<file path="src/rtl/uart_rx_pkg.sv">
// Shared types and constant helpers for the UART receive control path:
// FSM state enum, baud-code to bit-time table and frame-length lookup.
package uart_rx_pkg;

    localparam int CNT_W_DEF = 19;

    typedef enum logic [1:0] {
        IDLE    = 2'd0,
        START   = 2'd1,
        DATA    = 2'd2,
        DONE_ST = 2'd3
    } rx_state_t;

    // Clock cycles per bit, rounded down; codes above 11 saturate at 921600 baud.
    function automatic int unsigned baud_k(input logic [3:0] code, input int unsigned clk_hz);
        int unsigned k;
        case (code)
            4'd0:    k = clk_hz / 32'd300;
            4'd1:    k = clk_hz / 32'd1200;
            4'd2:    k = clk_hz / 32'd2400;
            4'd3:    k = clk_hz / 32'd4800;
            4'd4:    k = clk_hz / 32'd9600;
            4'd5:    k = clk_hz / 32'd19200;
            4'd6:    k = clk_hz / 32'd38400;
            4'd7:    k = clk_hz / 32'd57600;
            4'd8:    k = clk_hz / 32'd115200;
            4'd9:    k = clk_hz / 32'd230400;
            4'd10:   k = clk_hz / 32'd460800;
            default: k = clk_hz / 32'd921600;
        endcase
        return k;
    endfunction

    // Bits per frame: start + 7/8 data + optional parity + stop.
    function automatic logic [3:0] frame_len(input logic eight, input logic pen);
        return 4'd9 + {3'b000, eight} + {3'b000, pen};
    endfunction

endpackage

</file>
<file path="src/rtl/rx_engine_control_if.sv">
// Bundle between the receive control FSM and its surroundings; the slave
// modport is the control block, the master side drives RX and the config.
interface rx_engine_control_if;
    import uart_rx_pkg::*;

    logic      RX;
    logic [3:0] BAUD;
    logic      EIGHT;
    logic      PEN;
    // start is a level; BTU and DONE are single-cycle strobes with no back-pressure.
    logic      start;
    logic      BTU;
    logic      DONE;
    logic      busy;
    rx_state_t state_dbg;

    modport master (
        output RX, BAUD, EIGHT, PEN,
        input  start, BTU, DONE, busy, state_dbg
    );

    modport slave (
        input  RX, BAUD, EIGHT, PEN,
        output start, BTU, DONE, busy, state_dbg
    );

endinterface

</file>
<file path="src/rtl/rx_bit_timer.sv">
// Bit-time generator: counts while enabled and strobes BTU at K/2 (half) or K,
// then restarts from zero. Held at zero while disabled.
module rx_bit_timer
    import uart_rx_pkg::*;
#(
    parameter int CNT_W = CNT_W_DEF
) (
    input  logic             clk,
    input  logic             rst,
    input  logic             enable,
    input  logic             half,
    input  logic [CNT_W-1:0] K,
    output logic             BTU
);

    logic [CNT_W-1:0] cnt_q, cnt_d;
    logic [CNT_W-1:0] limit;

    always_comb begin
        limit = half ? (K >> 1) : K;
        BTU   = enable && (cnt_q == (limit - CNT_W'(1)));
        cnt_d = cnt_q + CNT_W'(1);
        if (!enable || BTU) begin
            cnt_d = '0;
        end
    end

    always_ff @(posedge clk or negedge rst) begin
        if (!rst) begin
            cnt_q <= '0;
        end else begin
            cnt_q <= cnt_d;
        end
    end

endmodule

</file>
<file path="src/rtl/rx_engine_control.sv">
// UART receive control FSM: start-bit validation, bit timing and frame count.
// Optional RX_SYNC_EN adds a two-flop synchronizer on RX (+2 cycles latency).
module rx_engine_control
    import uart_rx_pkg::*;
#(
    parameter int unsigned CLK_HZ = 100_000_000,
    parameter int          CNT_W  = CNT_W_DEF
) (
    input logic               clk,
    input logic               rst,
    rx_engine_control_if.slave bus
);

    rx_state_t        state_q, state_d;
    logic [CNT_W-1:0] k_q, k_d;
    logic [3:0]       n_q, n_d;
    logic [3:0]       bit_cnt_q, bit_cnt_d;
    logic             rx;
    logic             btu;

`ifdef RX_SYNC_EN
    logic [1:0] sync_q;

    always_ff @(posedge clk or negedge rst) begin
        if (!rst) begin
            sync_q <= 2'b11;
        end else begin
            sync_q <= {sync_q[0], bus.RX};
        end
    end

    assign rx = sync_q[1];
`else
    assign rx = bus.RX;
`endif

    rx_bit_timer #(
        .CNT_W(CNT_W)
    ) u_bit_timer (
        .clk   (clk),
        .rst   (rst),
        .enable(state_q != IDLE),
        .half  (state_q == START),
        .K     (k_q),
        .BTU   (btu)
    );

    always_comb begin
        state_d   = state_q;
        k_d       = k_q;
        n_d       = n_q;
        bit_cnt_d = bit_cnt_q;
        if (btu) begin
            bit_cnt_d = bit_cnt_q + 4'd1;
        end
        case (state_q)
            IDLE: begin
                bit_cnt_d = '0;
                // Frame format and baud are frozen here for the whole frame.
                if (!rx) begin
                    state_d = START;
                    k_d     = CNT_W'(baud_k(bus.BAUD, CLK_HZ));
                    n_d     = frame_len(bus.EIGHT, bus.PEN);
                end
            end
            START: begin
                if (btu) begin
                    if (rx) begin
                        state_d   = IDLE;
                        bit_cnt_d = '0;
                    end else begin
                        state_d = DATA;
                    end
                end
            end
            DATA: begin
                if (btu && (bit_cnt_d == n_q)) begin
                    state_d = DONE_ST;
                end
            end
            DONE_ST: state_d = IDLE;
            default: state_d = IDLE;
        endcase
    end

    always_ff @(posedge clk or negedge rst) begin
        if (!rst) begin
            state_q   <= IDLE;
            k_q       <= '0;
            n_q       <= '0;
            bit_cnt_q <= '0;
        end else begin
            state_q   <= state_d;
            k_q       <= k_d;
            n_q       <= n_d;
            bit_cnt_q <= bit_cnt_d;
        end
    end

    // DONE trails the final BTU by one cycle so the stop bit is already shifted.
    assign bus.start     = (state_q == START);
    assign bus.BTU       = btu;
    assign bus.DONE      = (state_q == DONE_ST);
    assign bus.busy      = (state_q != IDLE);
    assign bus.state_dbg = state_q;

endmodule

</file>
<file path="src/flat_wrapper.sv">
// flat-port wrapper written by rule: the top's interface ports become plain ports
module rx_engine_control_flat import uart_rx_pkg::*;
#(
    parameter int unsigned CLK_HZ = 100_000_000,
    parameter int          CNT_W  = CNT_W_DEF
)
  (clk, rst, bus_RX, bus_BAUD, bus_EIGHT, bus_PEN, bus_start, bus_BTU, bus_DONE, bus_busy, bus_state_dbg);
  rx_engine_control_if bus_i ();
  input logic clk;
  input logic rst;
  input wire logic [$bits(bus_i.RX)-1:0] bus_RX;
  input wire logic [$bits(bus_i.BAUD)-1:0] bus_BAUD;
  input wire logic [$bits(bus_i.EIGHT)-1:0] bus_EIGHT;
  input wire logic [$bits(bus_i.PEN)-1:0] bus_PEN;
  output wire logic [$bits(bus_i.start)-1:0] bus_start;
  output wire logic [$bits(bus_i.BTU)-1:0] bus_BTU;
  output wire logic [$bits(bus_i.DONE)-1:0] bus_DONE;
  output wire logic [$bits(bus_i.busy)-1:0] bus_busy;
  output wire logic [$bits(bus_i.state_dbg)-1:0] bus_state_dbg;
  assign bus_i.RX = bus_RX;
  assign bus_i.BAUD = bus_BAUD;
  assign bus_i.EIGHT = bus_EIGHT;
  assign bus_i.PEN = bus_PEN;
  assign bus_start = bus_i.start;
  assign bus_BTU = bus_i.BTU;
  assign bus_DONE = bus_i.DONE;
  assign bus_busy = bus_i.busy;
  assign bus_state_dbg = bus_i.state_dbg;
  rx_engine_control #(.CLK_HZ(CLK_HZ), .CNT_W(CNT_W)) u_core (.clk(clk), .rst(rst), .bus(bus_i));
endmodule
</file>
<file path="config.mk">
export PLATFORM = sky130hd
export DESIGN_NAME = rx_engine_control_flat
export DESIGN_NICKNAME = d
export VERILOG_FILES = /design/src/rtl/uart_rx_pkg.sv /design/src/rtl/rx_engine_control_if.sv /design/src/rtl/rx_bit_timer.sv /design/src/rtl/rx_engine_control.sv /design/src/flat_wrapper.sv
export SDC_FILE = /design/constraint.sdc
export NUM_CORES = 1
export LEC_CHECK = 0
export CORE_ASPECT_RATIO = 2
export CORE_MARGIN = 2
export CORE_UTILIZATION = 56
export CTS_CLUSTER_SIZE = 14
export DETAILED_ROUTE_END_ITERATION = 7
export GPL_ROUTABILITY_DRIVEN = 0
export PLACE_DENSITY = 0.77
export SLEW_MARGIN = 30
export SYNTH_ARGS = -nofsm -noshare
export SYNTH_HDL_FRONTEND = slang
export SYNTH_SLANG_ARGS = --single-unit
</file>
<file path="constraint.sdc">
create_clock -name clk -period 5.58 [get_ports clk]
set_input_delay 1.116 -clock clk [delete_from_list [all_inputs] [get_ports clk]]
set_output_delay 1.116 -clock clk [all_outputs]
set_load 0.05 [all_outputs]
</file>
# After elaboration in Yosys (flattened, before gate mapping)
# Memory sizes are Yosys's and may differ from the RTL's. A register that Yosys moved wholly into a read port is not among the register bits.
# Index checks and enable logic that the tools add are counted.
# Widths: inputs -> output; s select.
dict set report totals {
  regBits 48
  mem_bits_ro 288
  in_bits 9
  output_inout_bits 6
  elab_cells 40
  mem_count 1
}
# memory depth word_bits rd rd_ports_with_merged_regs wr line_no
set memory_table {}
lappend memory_table {{(name not given)} 16 18 1 1 0 uart_rx_pkg.sv:17} ;# case (code)
dict set report classes {
  addsub 5
  eq_ne 8
  muxes 11
  bitwise_logic 1
  reduce_logical 9
}
# op n
set ops {}
lappend ops {{$mux 19} 2}
lappend ops {{$add 19x1->19 const B} 1}
lappend ops {{$eq 19x19->1} 1}
lappend ops {{$sub 19x1->19 const B} 1}
lappend ops {{$mux 4} 3}
lappend ops {{$mux 2} 4}
lappend ops {{$pmux 2 s4} 1}
lappend ops {{$pmux 4 s2} 1}
lappend ops {{$add 4x1->4} 1}
lappend ops {{$add 4x1->4 const A} 1}
lappend ops {{$add 4x1->4 const B} 1}
lappend ops {{$eq 2x2->1 const B} 2}
lappend ops {{$eq 4x4->1} 1}
lappend ops {{$ne 2x1->1 const B} 2}
lappend ops {{$reduce_and 3->1} 1}
lappend ops {{$eq 2x1->1 const B} 1}
lappend ops {{$logic_and 1x1->1} 2}
lappend ops {{$logic_not 1->1} 2}
lappend ops {{$logic_not 2->1} 1}
lappend ops {{$ne 2x2->1 const B} 1}
lappend ops {{$reduce_and 2->1} 1}
lappend ops {{$reduce_bool 2->1} 1}
lappend ops {{$logic_or 1x1->1} 1}
lappend ops {{$not 1->1} 1}

# Logic depth before layout (Yosys ltp)
# Gate-level depths: netlist of the first run.
dict set report logic_depth {
  depth_word 10
  ltp_mapped 19
  depth_no_buf 12
}

# Cells and area by module
# From an unflattened synthesis of the first run, not the netlist that was laid out.
dict set report unflattened {
  hier_cells 422
  hier_area_um2 3593.4
}
# module n_inst cells_per_inst area_per_inst_um2 seq_area_each_um2
set by_module_without_submodules {}
lappend by_module_without_submodules {rx_bit_timer 1 272 2072.0 475.5}
lappend by_module_without_submodules {rx_engine_control 1 150 1521.5 675.6}

# Worst setup path before layout of the first run
# No wires, ideal clock.
dict set report synth_timing {
  path_kind {register to output}
  start {register u_core.state_q[0], in the netlist u_core.bus.state_dbg[0]}
  end {output port bus_BTU}
  arrival_time_ps 5237
  required_time_ps 4464
  path_slack_ps -773
  stages_incl_launch_ff 18
  n_path_buf 5
  cell_sequence {dfrtp_1 > clkbuf_1 > nand2b_1 > clkbuf_1 > inv_1 > buf_2 > buf_2 > mux2i_1 > ha_1 > or4b_1 > buf_2 > a21o_4 > or4_4 > and3_1 > or4_1 > nor4_1 > nand3_1 > nor2_1}
}
dict set report synth_via {
  elab_chain_cells 5
  elab_cells_between_ends 6
  cone_classes {add/sub (1); eq/ne (2); mux (1); reduce/logical (2)}
}
# item line_no
set synth_rtl {}
lappend synth_rtl {{from (decl)} rx_engine_control.sv:14} ;# rx_state_t state_q, state_d;
lappend synth_rtl {{from (signal assigned)} rx_engine_control.sv:93} ;# state_q <= state_d;
lappend synth_rtl {{$eq 2x1->1} rx_engine_control.sv:43} ;# .half (state_q == START),
lappend synth_rtl {{$mux 19} rx_bit_timer.sv:20} ;# limit = half ? (K >> 1) : K;
lappend synth_rtl {{$sub 19x1->19} rx_bit_timer.sv:21} ;# BTU = enable && (cnt_q == (limit - CNT_W'(1)));
lappend synth_rtl {{$eq 19x19->1} rx_bit_timer.sv:21}
lappend synth_rtl {{$logic_and 1x1->1 *} rx_bit_timer.sv:21}
lappend synth_rtl {{to (decl)} flat_wrapper.sv:16} ;# output wire logic [$bits(bus_i.BTU)-1:0] bus_BTU;
# Every way passes the cells marked *; elsewhere a longest branch is shown, timed or not.

# Worst setup path in the final report of the first run
# Ends and elaborated chain as after synthesis.

==> results.tsv, run 1 <==
stage	metric	value	unit
logic_synthesis	Syn Area/Cell	8.137	sq um
global_route	largest net degree at the start of global routing	47	
drt	final WL	8789	um
logic_synthesis	Synth Area in Simple Gates	26.48	%
clock_tree	Root Driver	clkbuf_16	
clock_tree	Resized cells post-CTS	0	
critical_path	Critical Path Sink Type	primary output	
floorplan	DIE AREA	7348	sq um
power	sequential power share	29.9	%
drt	via count	3250	
status	outcome	complete, no violations	
final_layout	ant diodes	0	
power	cell-internal power	1035	uW
timing	final count of pins violating max slew	0	
final_layout	most frequent cells in the layout	44 x nand2_1, 44 x dfrtp_1, 41 x nor2_1	
logic_synthesis	Post-synth ARST share	100.0	%
global_route	initial antenna violation count	0	
timing	TNS Setup	0	ns
global_route	number of global-route vias before repair	3000	
critical_path	worst path required time	4.46	ns
floorplan	Chip Height	119.2	um
timing	Final min period	5.341	ns
drt	# DRC	0	
floorplan	I/O pin count	15	
logic_synthesis	largest family of logic cells by synthesized area	simple AND/OR/NAND/NOR gates	
critical_path	maximum fanout along the worst path	15	
clock_tree	hold_buf cts	0	
logic_synthesis	#FFs+latches synth	46	
global_route	first-pass GRT wire length	14210	um
clock_tree	postcts setup bufs	0	
drt	DR WL/cell	16.52	um
logic_synthesis	unique cell type count in the Yosys netlist	56	
logic_synthesis	Post-synth EDFFs	0	
logic_synthesis	top post-synthesis cells by area	dfrtp_1 31%, xnor2_1 5.9%, nand2_1 4.4%	
floorplan	Core Region	6516	sq um
timing	f_max	187.2	MHz
clock_tree	Worst-path clk slew	0.07	ns
timing	Setup Skew	0.005249	ns
clock_tree	H-Tree Level Count	2	
global_route	GR Util All Layers	25.56	%
logic_synthesis	syn nets	474	
timing	Setup Viol. Count Final	0	
power	Worst VDD drop	0.2337	mV
logic_synthesis	Synth Area in XOR/XNOR	9.892	%
power	Pwr per Cell Area	486.6	nW/um^2
drt	DR iter-0 viols	214	
drt	TritonRoute pass-1 iters	5	
logic_synthesis	top cell type's share of synthesized area	30.96	%
hold_path	HP Class	register to register	
clock_tree	CTS tree	done	
critical_path	Arr. time, crit path	4.23	ns
logic_synthesis	Synth warnings	0	
logic_synthesis	complex-gate fraction of the synthesized area	18.94	%
timing	RSZ-0062 raised after global routing	no	
critical_path	startpoint types	register	
timing	period utilization	95.72	%
timing	final hold vios	0	
clock_tree	clock tree sinks	46	
placement	Placement Setup Slack	0.4755	ns
floorplan	Rows	42	
power	clock power share	15.2	%
power	sw power	929.6	uW
drt	antenna viol nets, final	0	
logic_synthesis	mux cell area share after synthesis	5.047	%
final_layout	share of post-route cells with drive strength above 1	9.234	%
logic_synthesis	Seq/Total Area, Yosys	30.96	%
final_layout	nets	460	
power	switching share of power	47.32	%
placement	DP HPWL	6591	um
logic_synthesis	leading area contributor after synthesis	dfrtp_1	
logic_synthesis	Mapped Cells	457	
logic_synthesis	Top FF cell, synth	dfrtp_1	
timing	Relative slew margins	50.37	%
global_route	grt ovf	0	
floorplan	Initial Utilization	57.07	%
logic_synthesis	post-synthesis cell area	3719	sq um
floorplan	Die Span X	61.62	um
final_layout	synth-to-layout area growth	8.580	%
clock_tree	clock tree buffer depth	2	
power	Lkg Pwr	0.001664	uW
logic_synthesis	adder-cell area share of the yosys netlist	2.692	%
timing	Final Worst Setup Slack	0.2389	ns
power	combinational power share	54.8	%
clock_tree	cts bufs inserted	5	
timing	Worst-Margin Slew	0.7444	ns
flow_run	Max-Cap Viols	0	
placement	I/O Buffers	14	
clock_tree	worst skew pair latency	0.29	ns
drt	number of vias per cell	6.109	
critical_path	WS Path Type	register to primary output	
-- power by group through the flow --
stage | sequential (uW) | clock (uW) | combinational, uW
floorplan | 484 | 0 | 974
global placement | 589 | 0 | 1050
detailed placement | 591 | 0 | 1060
CTS | 584 | 306 | 1070
global route | 601 | 320 | 1190
finish | 588 | 299 | 1080
-- per-layer routing --
layer	up-vias	track usage, %	routed length [um]
li1	1604	-	-
met1	1529	30.98	3653
met2	92	42.76	4477
met3	25	4.452	357
met4	0	10.37	301
met5	-	0	0
-- cell families after synthesis --
kind of cell | count (synthesis)
AO/OA/AOI/OAI | 100
XOR/XNOR | 42
adder cells (fa/ha/maj) | 8
buffers and inverters | 53
flip-flops | 46
multiplexers | 18
AND/OR/NAND/NOR | 190
-- Yosys cell counts, types with 6 or more instances --
cell       n
dfrtp_1   46
nand2_1   44
nor2_1    42
clkbuf_1  29
xnor2_1   25
nand3_1   20
o21ai_0   18
xor2_1    17
a21oi_1   16
nor2b_1   15
o31ai_1   13
inv_1     12
mux2i_1   12
and3_1    10
a31oi_1    9
or4_1      9
ha_1       8
nand2b_1   8
buf_2      7
o22ai_1    7
a211oi_1   6
mux2_2     6
nor3_1     6
or3_1      6
-- through the flow --
step | hold slack, ns | std cells | cell area (sq um) | utilization (%) | power (uW)
6_report | 0.4910 | 532 | 4038 | 61.96 | 1965
5_1_grt | 0.5249 | 532 | 4038 | 61.96 | 2108
4_1_cts | 0.4965 | 532 | 4038 | 61.96 | 1963
3_5_place_dp | 0.4809 | 524 | 3887 | 59.66 | 1653
3_3_place_gp | 0.4765 | 524 | 3885 | 59.62 | 1643
2_1_floorplan | 0.4557 | 457 | 3797 | - | 1458
-- state kept, by name (all words and copies together), names as in the netlist, named ones only --
name,flops
u_core.u_bit_timer.cnt_q,19
u_core.k_q,18
u_core.bit_cnt_q,4
u_core.n_q,3
u_core.bus.state_dbg,1
-- final cells by class --
cell class | instances | area [sq um]
repair buffers | 20 | 192.7
fillers | 589 | 2479
flip-flops and latches | 46 | 1154
inverters | 12 | 45.04
clock buffers | 5 | 125.1
multi-input cells | 358 | 2386
clock inverters | 3 | 25.02
well taps | 88 | 110.1
-- critical path, stage by stage, from the launching register on --
cell,delay (ns)
dfrtp_2,0.47
nand2b_1,0.15
buf_4,0.22
nor2_1,0.06
a21oi_1,0.14
ha_2,0.23
or4b_4,0.51
a21o_4,0.22
or4_4,0.54
and3_1,0.18
or4_4,0.54
nor4_4,0.23
nand3_2,0.13
nor2_4,0.16
buf_12,0.14
-- worst paths after layout --
kind	startpoint	endpoint	slack (ns)	depth (start not counted)
min in group asynchronous	rst	u_core.u_bit_timer.cnt_q[8]$_DFF_PN0_	0.82	1
min	u_core.n_q[3]$_DFFE_PN0P_	u_core.n_q[3]$_DFFE_PN0P_	0.49	1
max	u_core.bus.state_dbg[0]$_DFFE_PN0P_	bus_BTU	0.24	14
max in group asynchronous	rst	asynchronous set/reset pin	4.34	1
min reg2reg	u_core.n_q[3]$_DFFE_PN0P_	u_core.n_q[3]$_DFFE_PN0P_	0.49	1
max reg2reg	u_core.bus.state_dbg[0]$_DFFE_PN0P_	u_core.u_bit_timer.cnt_q[5]$_DFF_PN0_	0.76	13
Power figures use the tool's default switching activity.
==> inputs of run 2 (changes only) <==
==> constraint.sdc (replaced) <==
create_clock -name clk -period 5.58 [get_ports clk]
set_input_delay 0.558 -clock clk [delete_from_list [all_inputs] [get_ports clk]]
set_output_delay 0.558 -clock clk [all_outputs]
set_load 0.05 [all_outputs]
==> run 2 against run 1 <==
Die area is the same. Clock skew grew 0.0032 ns. First-iteration DRC count grew 33%. Utilization shrank 0.40 points. Hold slack lost 0.23 ns. Setup slack gained 0.14 ns. Wire length grew 0.39%. Final cell count shrank 0.38%. Power grew 0.62%. Combinational power is essentially flat. Critical path depth is the same. Critical path type unchanged. Largest cell class unchanged. Highest routed layer unchanged.
==> results.tsv, run 2 (same netlist as run 1, synthesis figures left out) <==
stage	metric	value	unit
final_layout	share of post-route cells with drive strength above 1	7.014	%
power	combinational power share	53.0	%
placement	I/O Buffers	14	
timing	Setup Viol. Count Final	0	
power	Worst VDD drop	0.2997	mV
floorplan	Core Region	6516	sq um
drt	# DRC	0	
critical_path	Critical Path Stages	14	
power	sequential power share	29.6	%
final_layout	ant diodes	0	
global_route	largest net degree at the start of global routing	47	
clock_tree	worst skew pair latency	0.30	ns
drt	DR WL/cell	16.65	um
critical_path	Arr. time, crit path	4.64	ns
drt	final WL	8823	um
critical_path	slowest CP cell	or4b_1	
timing	Relative slew margins	50.01	%
floorplan	Rows	42	
critical_path	crit-path max cell delay	0.58	ns
flow_run	Max-Cap Viols	0	
final_layout	Final Util	61.56	%
global_route	first-pass GRT wire length	14320	um
critical_path	startpoint types	register	
critical_path	Critical Path Sink Type	primary output	
clock_tree	cts bufs inserted	5	
global_route	initial antenna violation count	0	
floorplan	Initial Utilization	57.07	%
critical_path	WS Path Type	register to primary output	
clock_tree	Worst-path clk slew	0.07	ns
critical_path	worst reg2reg path depth	13	
final_layout	commonest non-fill, non-tap cell in the layout	dfrtp_1	
floorplan	DIE AREA	7348	sq um
final_layout	fillers	597	
placement	Placed Area	3836	sq um
timing	period utilization	93.21	%
power	Lkg Pwr	0.001675	uW
drt	antenna viol nets, final	0	
final_layout	most frequent cells in the layout	46 x dfrtp_1, 44 x nand2_1, 41 x nor2_1	
critical_path	sum of buffers and inverters on the critical path	2	
final_layout	nets	458	
clock_tree	H-Tree Level Count	2	
global_route	grt ovf	0	
timing	final hold vios	0	
timing	f_max	192.3	MHz
floorplan	Die Span X	61.62	um
final_layout	most flop-heavy register	u_core.u_bit_timer.cnt_q	
power	Pwr per Cell Area	492.8	nW/um^2
power	Tot Pwr	1977	uW
global_route	GR Util All Layers	25.77	%
clock_tree	postcts setup bufs	0	
clock_tree	CTS tree	done	
drt	via count	3274	
final_layout	max reg flops	19	
timing	Worst-Margin Slew	0.7499	ns
clock_tree	Root Driver	clkbuf_16	
critical_path	CP top delay family	simple AND/OR/NAND/NOR gates	
critical_path	Reg2Reg Setup Slack	0.51	ns
drt	TritonRoute pass-1 iters	5	
power	clock power share	17.4	%
clock_tree	clock tree buffer depth	2	
power	switching share of power	46.48	%
placement	DP HPWL	6301	um
floorplan	I/O pin count	15	
final_layout	biggest regs	u_core.u_bit_timer.cnt_q: 19 flops, u_core.k_q: 18 flops, u_core.bit_cnt_q: 4 flops	
timing	final count of pins violating max slew	0	
final_layout	post-route cell area	4011	sq um
power	cell-internal power	1058	uW
final_layout	synth-to-layout area growth	7.874	%
critical_path	maximum fanout along the worst path	26	
hold_path	HP Class	input port to asynchronous set/reset pin	
timing	Final min period	5.201	ns
timing	Setup Skew	0.008442	ns
status	outcome	complete, no violations	
timing	RSZ-0062 raised after global routing	no	
critical_path	Critical R2R Capture	u_core.u_bit_timer.cnt_q[18]$_DFF_PN0_	
clock_tree	clock tree sinks	46	
global_route	number of global-route vias before repair	2932	
floorplan	Chip Height	119.2	um
power	sw power	918.9	uW
timing	TNS Setup	0	ns
critical_path	worst path required time	5.02	ns
critical_path	crit path cell chain	nand2b_1, buf_4, nor2_1, a21oi_1, ha_1, or4b_1, a21o_4, or4_4, and3_1, or4_1, nor4_2, nand3_1, nor2_4, buf_12	
drt	DR iter-0 viols	285	
drt	number of vias per cell	6.177	
==> run 2: timing repair <==
action | CTS | global route
setup endpoints to repair | 0 | 1
hold buffers | 0 | 0
gates resized for setup | 0 | 1
endpoints found under the hold margin | 0 | 0
==> run 2: worst max path at each step <==
stage,from,end,slack [ns]
2_1_floorplan,u_core.bus.state_dbg[0]$_DFFE_PN0P_,bus_BTU,0.09
3_3_place_gp,register,u_core.u_bit_timer.cnt_q[14]$_DFF_PN0_,0.69
3_5_place_dp,register,u_core.u_bit_timer.cnt_q[2]$_DFF_PN0_,0.56
4_1_cts,register,bus_BTU,0.26
5_1_grt,register,u_core.u_bit_timer.cnt_q[12]$_DFF_PN0_,0.16
6_report,register,bus_BTU,0.38
==> run 2: per-layer routing <==
metal | global-route usage [%] | share of wire (%) | vias up
li1 | - | - | 1601
met1 | 33.24 | 41 | 1532
met2 | 41.51 | 51 | 118
met3 | 3.909 | 4.9 | 23
met4 | 10.51 | 3.0 | 0
met5 | 0 | 0 | -
==> run 2: cell type report <==
| cell class | instances | area [sq um] | share of cell area [%] |
|---|---|---|---|
| clock buffers | 5 | 125.1 | 3.119 |
| multi-input cells | 358 | 2359 | 58.80 |
| clock inverters | 3 | 43.79 | 1.092 |
| inverters | 12 | 45.04 | 1.123 |
| flip-flops and latches | 46 | 1151 | 28.70 |
| repair buffers | 18 | 177.7 | 4.429 |
| well taps | 88 | 110.1 | 2.745 |
==> run 2: through the flow <==
stage	hold slack, ns	std cells	setup slack, ns
floorplan	0.2624	457	0.09247
global placement	0.4853	522	0.6948
detailed placement	0.4907	522	0.5613
CTS	0.2922	530	0.2579
global route	0.3249	530	0.1580
finish	0.2654	530	0.3787
==> run 2: power by group through the flow <==
stage               combinational [uW]  clock (uW)  sequential [uW]
floorplan                          916           0              482
finish                            1050         344              585
global route                      1150         363              600
global placement                  1010           0              585
detailed placement                1020           0              588
CTS                               1030         348              582
